**config.mk**
```make
export PLATFORM = sky130hd
export DESIGN_NAME = uart_tx_framer
export DESIGN_NICKNAME = d
export VERILOG_FILES = /design/src/rtl/uart_tx_framer.sv
export SDC_FILE = /design/constraint.sdc
export NUM_CORES = 1
export LEC_CHECK = 0
export CORE_MARGIN = 2
export CORE_UTILIZATION = 40
export CTS_CLUSTER_DIAMETER = 60
export DETAILED_ROUTE_END_ITERATION = 10
export HOLD_SLACK_MARGIN = 0.03
export PLACE_DENSITY = 0.64
export SETUP_SLACK_MARGIN = 0.2
export SYNTH_ARGS = -nofsm -noshare
export SYNTH_HDL_FRONTEND = slang
export SYNTH_SLANG_ARGS = --single-unit
```
**constraint.sdc**
```tcl
create_clock -name CLK -period 3.7 [get_ports CLK]
set_input_delay 0.37 -clock CLK [delete_from_list [all_inputs] [get_ports CLK]]
set_output_delay 0.37 -clock CLK [all_outputs]
set_load 0.1 [all_outputs]
```
**src/rtl/uart_tx_framer.sv**
```systemverilog
`default_nettype none
// ============================================================================
// Module      : uart_tx_framer
// Description : Serialises one parallel word per request into a UART frame
//               (start, LSB-first data, optional parity, stop), one bit/CLK.
// Revision    : 1.0 - initial release
// ============================================================================
module uart_tx_framer #(
  parameter int DATA_WIDTH = 8
) (
  input  logic                  CLK,
  input  logic                  RST,
  input  logic [DATA_WIDTH-1:0] P_DATA,
  input  logic                  DATA_VALID,
  input  logic                  PAR_EN,
  input  logic                  PAR_TYP,
  output logic                  TX_OUT,
  output logic                  busy
);

  localparam int IDX_W = $clog2(DATA_WIDTH);
  localparam logic [IDX_W-1:0] c_idx_last = IDX_W'(DATA_WIDTH - 1);

  typedef enum logic [2:0] {
    IDLE   = 3'd0,
    START  = 3'd1,
    DATA   = 3'd2,
    PARITY = 3'd3,
    STOP   = 3'd4
  } state_t;

  state_t                state_q, state_d;
  logic [IDX_W-1:0]      idx_q, idx_d;
  logic [DATA_WIDTH-1:0] data_q, data_d;
  logic                  par_en_q, par_en_d;
  logic                  par_typ_q, par_typ_d;
  logic                  tx_q, tx_d;
  logic                  busy_q, busy_d;

  logic [IDX_W-1:0]      w_idx_nxt;
  logic                  w_parity;

  assign w_idx_nxt = idx_q + IDX_W'(1);
  // Parity comes from the captured word so later P_DATA changes cannot leak in.
  assign w_parity  = (^data_q) ^ par_typ_q;

  always_ff @(posedge CLK or negedge RST) begin
    if (!RST) begin
      state_q   <= IDLE;
      idx_q     <= '0;
      data_q    <= '0;
      par_en_q  <= 1'b0;
      par_typ_q <= 1'b0;
      tx_q      <= 1'b1;
      busy_q    <= 1'b0;
    end else begin
      state_q   <= state_d;
      idx_q     <= idx_d;
      data_q    <= data_d;
      par_en_q  <= par_en_d;
      par_typ_q <= par_typ_d;
      tx_q      <= tx_d;
      busy_q    <= busy_d;
    end
  end

  // Outputs are computed for the state being entered, so the flops present
  // each bit on the same edge that enters its state.
  always_comb begin
    state_d   = state_q;
    idx_d     = idx_q;
    data_d    = data_q;
    par_en_d  = par_en_q;
    par_typ_d = par_typ_q;
    tx_d      = 1'b1;
    busy_d    = 1'b1;
    unique case (state_q)
      IDLE: begin
        busy_d = 1'b0;
        if (DATA_VALID) begin
          state_d   = START;
          data_d    = P_DATA;
          par_en_d  = PAR_EN;
          par_typ_d = PAR_TYP;
          tx_d      = 1'b0;
          busy_d    = 1'b1;
        end
      end
      START: begin
        state_d = DATA;
        idx_d   = '0;
        tx_d    = data_q[0];
      end
      DATA: begin
        if (idx_q == c_idx_last) begin
          if (par_en_q) begin
            state_d = PARITY;
            tx_d    = w_parity;
          end else begin
            state_d = STOP;
          end
        end else begin
          idx_d = w_idx_nxt;
          tx_d  = data_q[w_idx_nxt];
        end
      end
      PARITY: begin
        state_d = STOP;
      end
      STOP: begin
        state_d = IDLE;
        busy_d  = 1'b0;
      end
      default: begin
        state_d = IDLE;
        busy_d  = 1'b0;
      end
    endcase
  end

  assign TX_OUT = tx_q;
  assign busy   = busy_q;

endmodule
`default_nettype wire

```
After elaboration in Yosys (flattened, before gate mapping)

Cells that the tools add are included.

Register bits: 18
Bits of input ports: 13

Add/subtract/negate cells: 1
Magnitude comparators: 1
Equal/unequal tests: 7
Muxes and demuxes: 14
Bitwise logic cells: 1
Reductions and logical operators: 7

Operator list:

| cell                | count |
|---|---|
| $mux 3              | 4 |
| $pmux 3 s4          | 1 |
| $reduce_xor 8->1    | 1 |
| $eq 3x2->1 const B  | 2 |
| $ne 2x2->1 const B  | 3 |
| $pmux 3 s2          | 1 |
| $reduce_and 2->1    | 3 |
| $mux 1              | 5 |
| $lt 3x4->1 const B  | 1 |
| $add 3x1->3 const B | 1 |
| $bmux 1 s3          | 1 |
| $eq 3x1->1 const B  | 1 |
| $eq 3x3->1 const B  | 1 |
| $logic_not 3->1     | 1 |
| $pmux 1 s3          | 1 |
| $reduce_or 3->1     | 1 |
| $pmux 1 s2          | 1 |
| $reduce_bool 2->1   | 1 |
| $xor 1x1->1         | 1 |

Longest topological paths before layout

Word-level depth: 5
Depth in mapped cells: 7
Mapped depth without buffers: 6

Worst setup path before layout

Ideal clock, no wire load.

Kind: reg-to-reg
Start point: reg idx_q[0]
End point: reg tx_q, in the netlist TX_OUT
Setup time: 0.061 ns
Arrival: 1.793 ns
Data required time: 3.639 ns
Path slack: 1.845 ns
Cell stages (with the launch flop): 8
Path buffers: 1
Clock period less this slack: 1.855 ns
Cells stage by stage: dfrtp_1 > ha_1 > ha_1 > buf_2 > mux2i_1 > mux4_2 > nand2b_1 > a41o_1

Cells in the longest elaborated chain, start to end: 5
Elaborated cells on any way between the ends: 6
Those cells by class: add/sub (1); eq/ne (1); mux (4)

RTL lines:

| item                         | RTL line | source |
|---|---|---|
| from (decl)                  | 33       | `logic [IDX_W-1:0] idx_q, idx_d;` |
| from (signal assigned)       | 58       | `idx_q <= idx_d;` |
| $add 3x1->3                  | 43       | `assign w_idx_nxt = idx_q + IDX_W'(1);` |
| $bmux 1 s3                   | 104      | `tx_d = data_q[w_idx_nxt];` |
| $mux 1 (not written as such) | 104      |  |
| $mux 1 (*)                   | 95       | `if (idx_q == c_idx_last) begin` |
| $pmux 1 s3 (*)               | 77       | `unique case (state_q)` |
| named net tx_d               | 37       | `logic tx_q, tx_d;` |
| to (signal assigned)         | 62       | `tx_q <= tx_d;` |
| to (decl)                    | 37       |  |

Mark *: on every way through the listed nets, which the timed path passes. The rest lies on a longest branch. The select of a mux whose other input is x is not followed.
A chain may end at the register's enable or synchronous reset.

Worst setup path after layout

Start point: reg tx_q, in the netlist TX_OUT
End point: out TX_OUT

RTL lines:

| item      | RTL line | source |
|---|---|---|
| to (decl) | 17       | `output logic TX_OUT,` |

No word-level cell between the ends.

==> impl_results.rst <==
.. list-table::
   :header-rows: 1

   * - Metric
     - Value
   * - Placer's final routability congestion estimate
     - 0.7604
   * - Chip width
     - between 50 and 60 um
   * - Post-detailed-routing wire length
     - 1463 um
   * - CTS root buffer
     - clkbuf_4
   * - Number of nets in the synthesized netlist
     - between 80 and 90
   * - Instance count on the critical path
     - 1
   * - Setup repair after global routing missed its margin
     - no
   * - Number of buffers between clock root and the deepest sink
     - 2
   * - Worst Tran Pin Value
     - 0.9606 ns
   * - Cell leakage power
     - between 0.0004 and 0.0005 uW
   * - Count of antenna-violating nets left after detailed routing
     - 0
   * - Vias
     - roughly 590
   * - Total setup violations reported at the end of the flow
     - 0
   * - Endpoint type of the worst setup path
     - output port
   * - Top library cells by usage in the layout, fill and taps aside
     - dfrtp_1, clkdlybuf4s50_1, mux2_2
   * - Post-DP Area
     - approximately 0.0011 mm^2
   * - Proportion of netlist area held by the largest area contributor
     - about 46%
   * - Initial standard-cell utilization of the core
     - a little over two fifths
   * - Max Fanout on Critical Path
     - 1
   * - Upper clock frequency limit
     - between 0.4 and 0.5 GHz
   * - Number of antenna violations at the first check in global routing
     - 0
   * - Share of final-layout standard cells stronger than drive strength 1
     - 18.39%
   * - Overall global routing resource usage
     - a little over an eighth
   * - Number of library cell types mapped by synthesis
     - 27
   * - Fin util
     - between 50% and 60%
   * - Mux contribution to synthesized area
     - approximately 20%
   * - Cell Chain, Critical Path
     - clkdlybuf4s50_1
   * - Class of the worst hold path
     - in2async
   * - Total half-perimeter wirelength after legalization and detailed placement
     - roughly 1100 um
   * - Worst Path Required
     - 3.33 ns
   * - Commonest non-fill, non-tap cell in the layout
     - dfrtp_1
   * - Design Area, Final
     - approximately 0.0011 mm^2
   * - Mean Syn Cell Area
     - ~13 um^2
   * - Cell types occupying the most area after synthesis
     - dfrtp_1, mux2_2, mux2i_1
   * - Number of endpoints with negative hold slack in the final report
     - 0
   * - TritonCTS clock tree
     - done
   * - Register bit count reported by yosys
     - 18
   * - R2R setup slack
     - 1.76 ns
   * - Synthesized-area fraction occupied by xor and xnor cells
     - roughly 8.2%
   * - Largest voltage drop on the vdd net
     - around 640 uV
   * - Highest cell delay on the worst timing path
     - about 1.1 ns
   * - Reg-to-reg critical path startpoint
     - idx_q[0]
   * - Run status
     - complete, no violations
   * - Library cell contributing the largest single delay on the critical path
     - clkdlybuf4s50_1
   * - Resized cells post-CTS
     - 0
   * - Max-slew violations
     - 0
   * - Drt drc
     - 0
   * - Post-synthesis simple-gate area fraction
     - between 7 and 8%
   * - Total power consumption of the routed design
     - about 1100 uW
   * - Cell family with the largest share of critical-path delay
     - buffers and inverters
   * - Cells after Synth
     - between 70 and 80
   * - # IOs
     - 15
   * - Floorplan core area
     - 0.002191 mm^2
   * - Via count of the first global-routing pass
     - 632
   * - Clock edge transition at the registers on the reported setup and hold paths
     - approximately 0.11 ns
   * - Max-cap violation count
     - 0
   * - Final setup skew
     - 0.008025 ns
   * - Final Net Count
     - about 100
   * - Largest family of logic cells by synthesized area
     - multiplexers
   * - Share of the clock period used by the worst path after layout
     - between 60 and 70%
   * - Critical path buffer and inverter count
     - 1
   * - Complex-gate fraction of the synthesized area
     - a little under a tenth
   * - Worst R2R End
     - TX_OUT
   * - Post-CTS Repair Setup Buffers
     - 0
   * - Power density over the cells
     - between 900 and 1000 mW/mm^2
   * - End of the critical path
     - TX_OUT
   * - Die area
     - between 0.002 and 0.003 mm^2
   * - Minimum clock period
     - between 2 and 2.5 ns
   * - Number of port buffers
     - 14
   * - Critical path start-end classification
     - reg2out
   * - Largest area contributor in the synthesized netlist
     - dfrtp_1
   * - Average vias per placed instance
     - around 5.2
   * - Arrival time of the worst setup path
     - 1.94 ns
   * - Worst-skew pair later-pin latency
     - around 0.29 ns
   * - Total overflow reported by the global router
     - 0
   * - Number of violations reported at the end of detailed-routing iteration 0
     - 1
   * - Final TNS setup
     - 0 ns
   * - CTS Hold Bufs
     - 0
   * - Post-synthesis to final-layout area growth
     - 20.76%
   * - WL per Instance
     - between 10 and 15 um
   * - Global-route wire length before repair
     - between 2000 and 3000 um
   * - Launching element of the worst setup path
     - TX_OUT
   * - Netlist area before placement
     - around 900 um^2
   * - Max-slew headroom
     - 35.76%
   * - Height of the die
     - 51.85 um
   * - Number of levels in the clock H-tree
     - 1
   * - ANT cells
     - 0
   * - Yosys warnings
     - 0
   * - Post-synthesis adder-cell area fraction
     - 2.732%
   * - Depth of the worst register-to-register path
     - 6
   * - Pin count of the biggest net entering global routing
     - 19
   * - Number of buffers created by CTS
     - 3
   * - Share of the yosys chip area belonging to registers
     - 49.32%
   * - Kind of start point of the critical path
     - flop
   * - Detailed Routing Iterations Pass 1
     - 2
   * - Num Clock Sinks
     - 18
   * - Number of rows created at floorplan
     - 17
-- power by group --
part	internal [uW]	switching, uW
registers	294	101
logic	323	260
clock network	59.9	59.1
-- cell type report --
| class | count | area (um^2) |
|---|---|---|
| Inverter | 1 | 3.754 |
| Clock buffer | 4 | 36.28 |
| Timing Repair Buffer | 14 | 140.1 |
| Sequential cell | 18 | 451.7 |
| Fill cell | 205 | 1085 |
| Multi-Input combinational cell | 50 | 439.2 |
| Tap cell | 28 | 35.03 |
-- flip-flops by register name, indices dropped and copies added, names as in the netlist --
signal,cells
par_typ_q,1
data_q,8
par_en_q,1
state_q,3
busy,1
TX_OUT,1
idx_q,3
-- metrics by stage --
| stage | instances | worst slack, ns | hold WS [ns] |
|---|---|---|---|
| 2_1_floorplan | 73 | 1.845 | 0.07441 |
| 3_3_place_gp | 111 | 1.721 | 0.5188 |
| 3_5_place_dp | 111 | 1.702 | 0.5261 |
| 4_1_cts | 115 | 1.373 | 0.5495 |
| 5_1_grt | 115 | 1.358 | 0.5790 |
| 6_report | 115 | 1.388 | 0.5296 |
-- synthesized netlist by cell type, drive strengths merged --
library cell,number
a22o,5
inv,1
dfrtp,17
clkbuf,1
nand2b,1
nor3b,1
xor2,2
ha,2
nand2,2
xnor2,4
mux2,10
nor2,3
dfstp,1
buf,3
o21bai,1
nor3,3
a41o,1
mux4,1
a21oi,1
nor2b,2
mux2i,5
and2,1
a31oi,1
xnor3,1
nand3,1
o21ai,2
-- logic make-up (layout without fill, tap and decap cells) --
logic type               Yosys count  after routing
adder cells (fa/ha/maj)            2              2
AND/OR/NAND/NOR                   14             14
flip-flops                        18             18
XOR/XNOR                           7              7
AO/OA/AOI/OAI                     11             11
multiplexers                      16             16
buffers and inverters              5             19
-- routing by layer --
layer	GRT usage, %	up-vias	share of wire, %
li1	-	289	-
met1	17.01	289	48
met2	21.52	12	46
met3	3.448	4	3.9
met4	7.895	0	1.9
met5	0	-	0
-- worst min path at each step --
stage                       to      start  slack, ns  depth (start not counted)
floorplan                 busy        RST       0.07                          0
global placement      idx_q[2]   idx_q[2]       0.52                          1
detailed placement   par_typ_q  par_typ_q       0.53                          1
CTS                  par_typ_q  par_typ_q       0.55                          1
global route         par_typ_q  par_typ_q       0.58                          1
finish              state_q[0]        RST       0.53                          1
(Power assumes the default switching activity.)
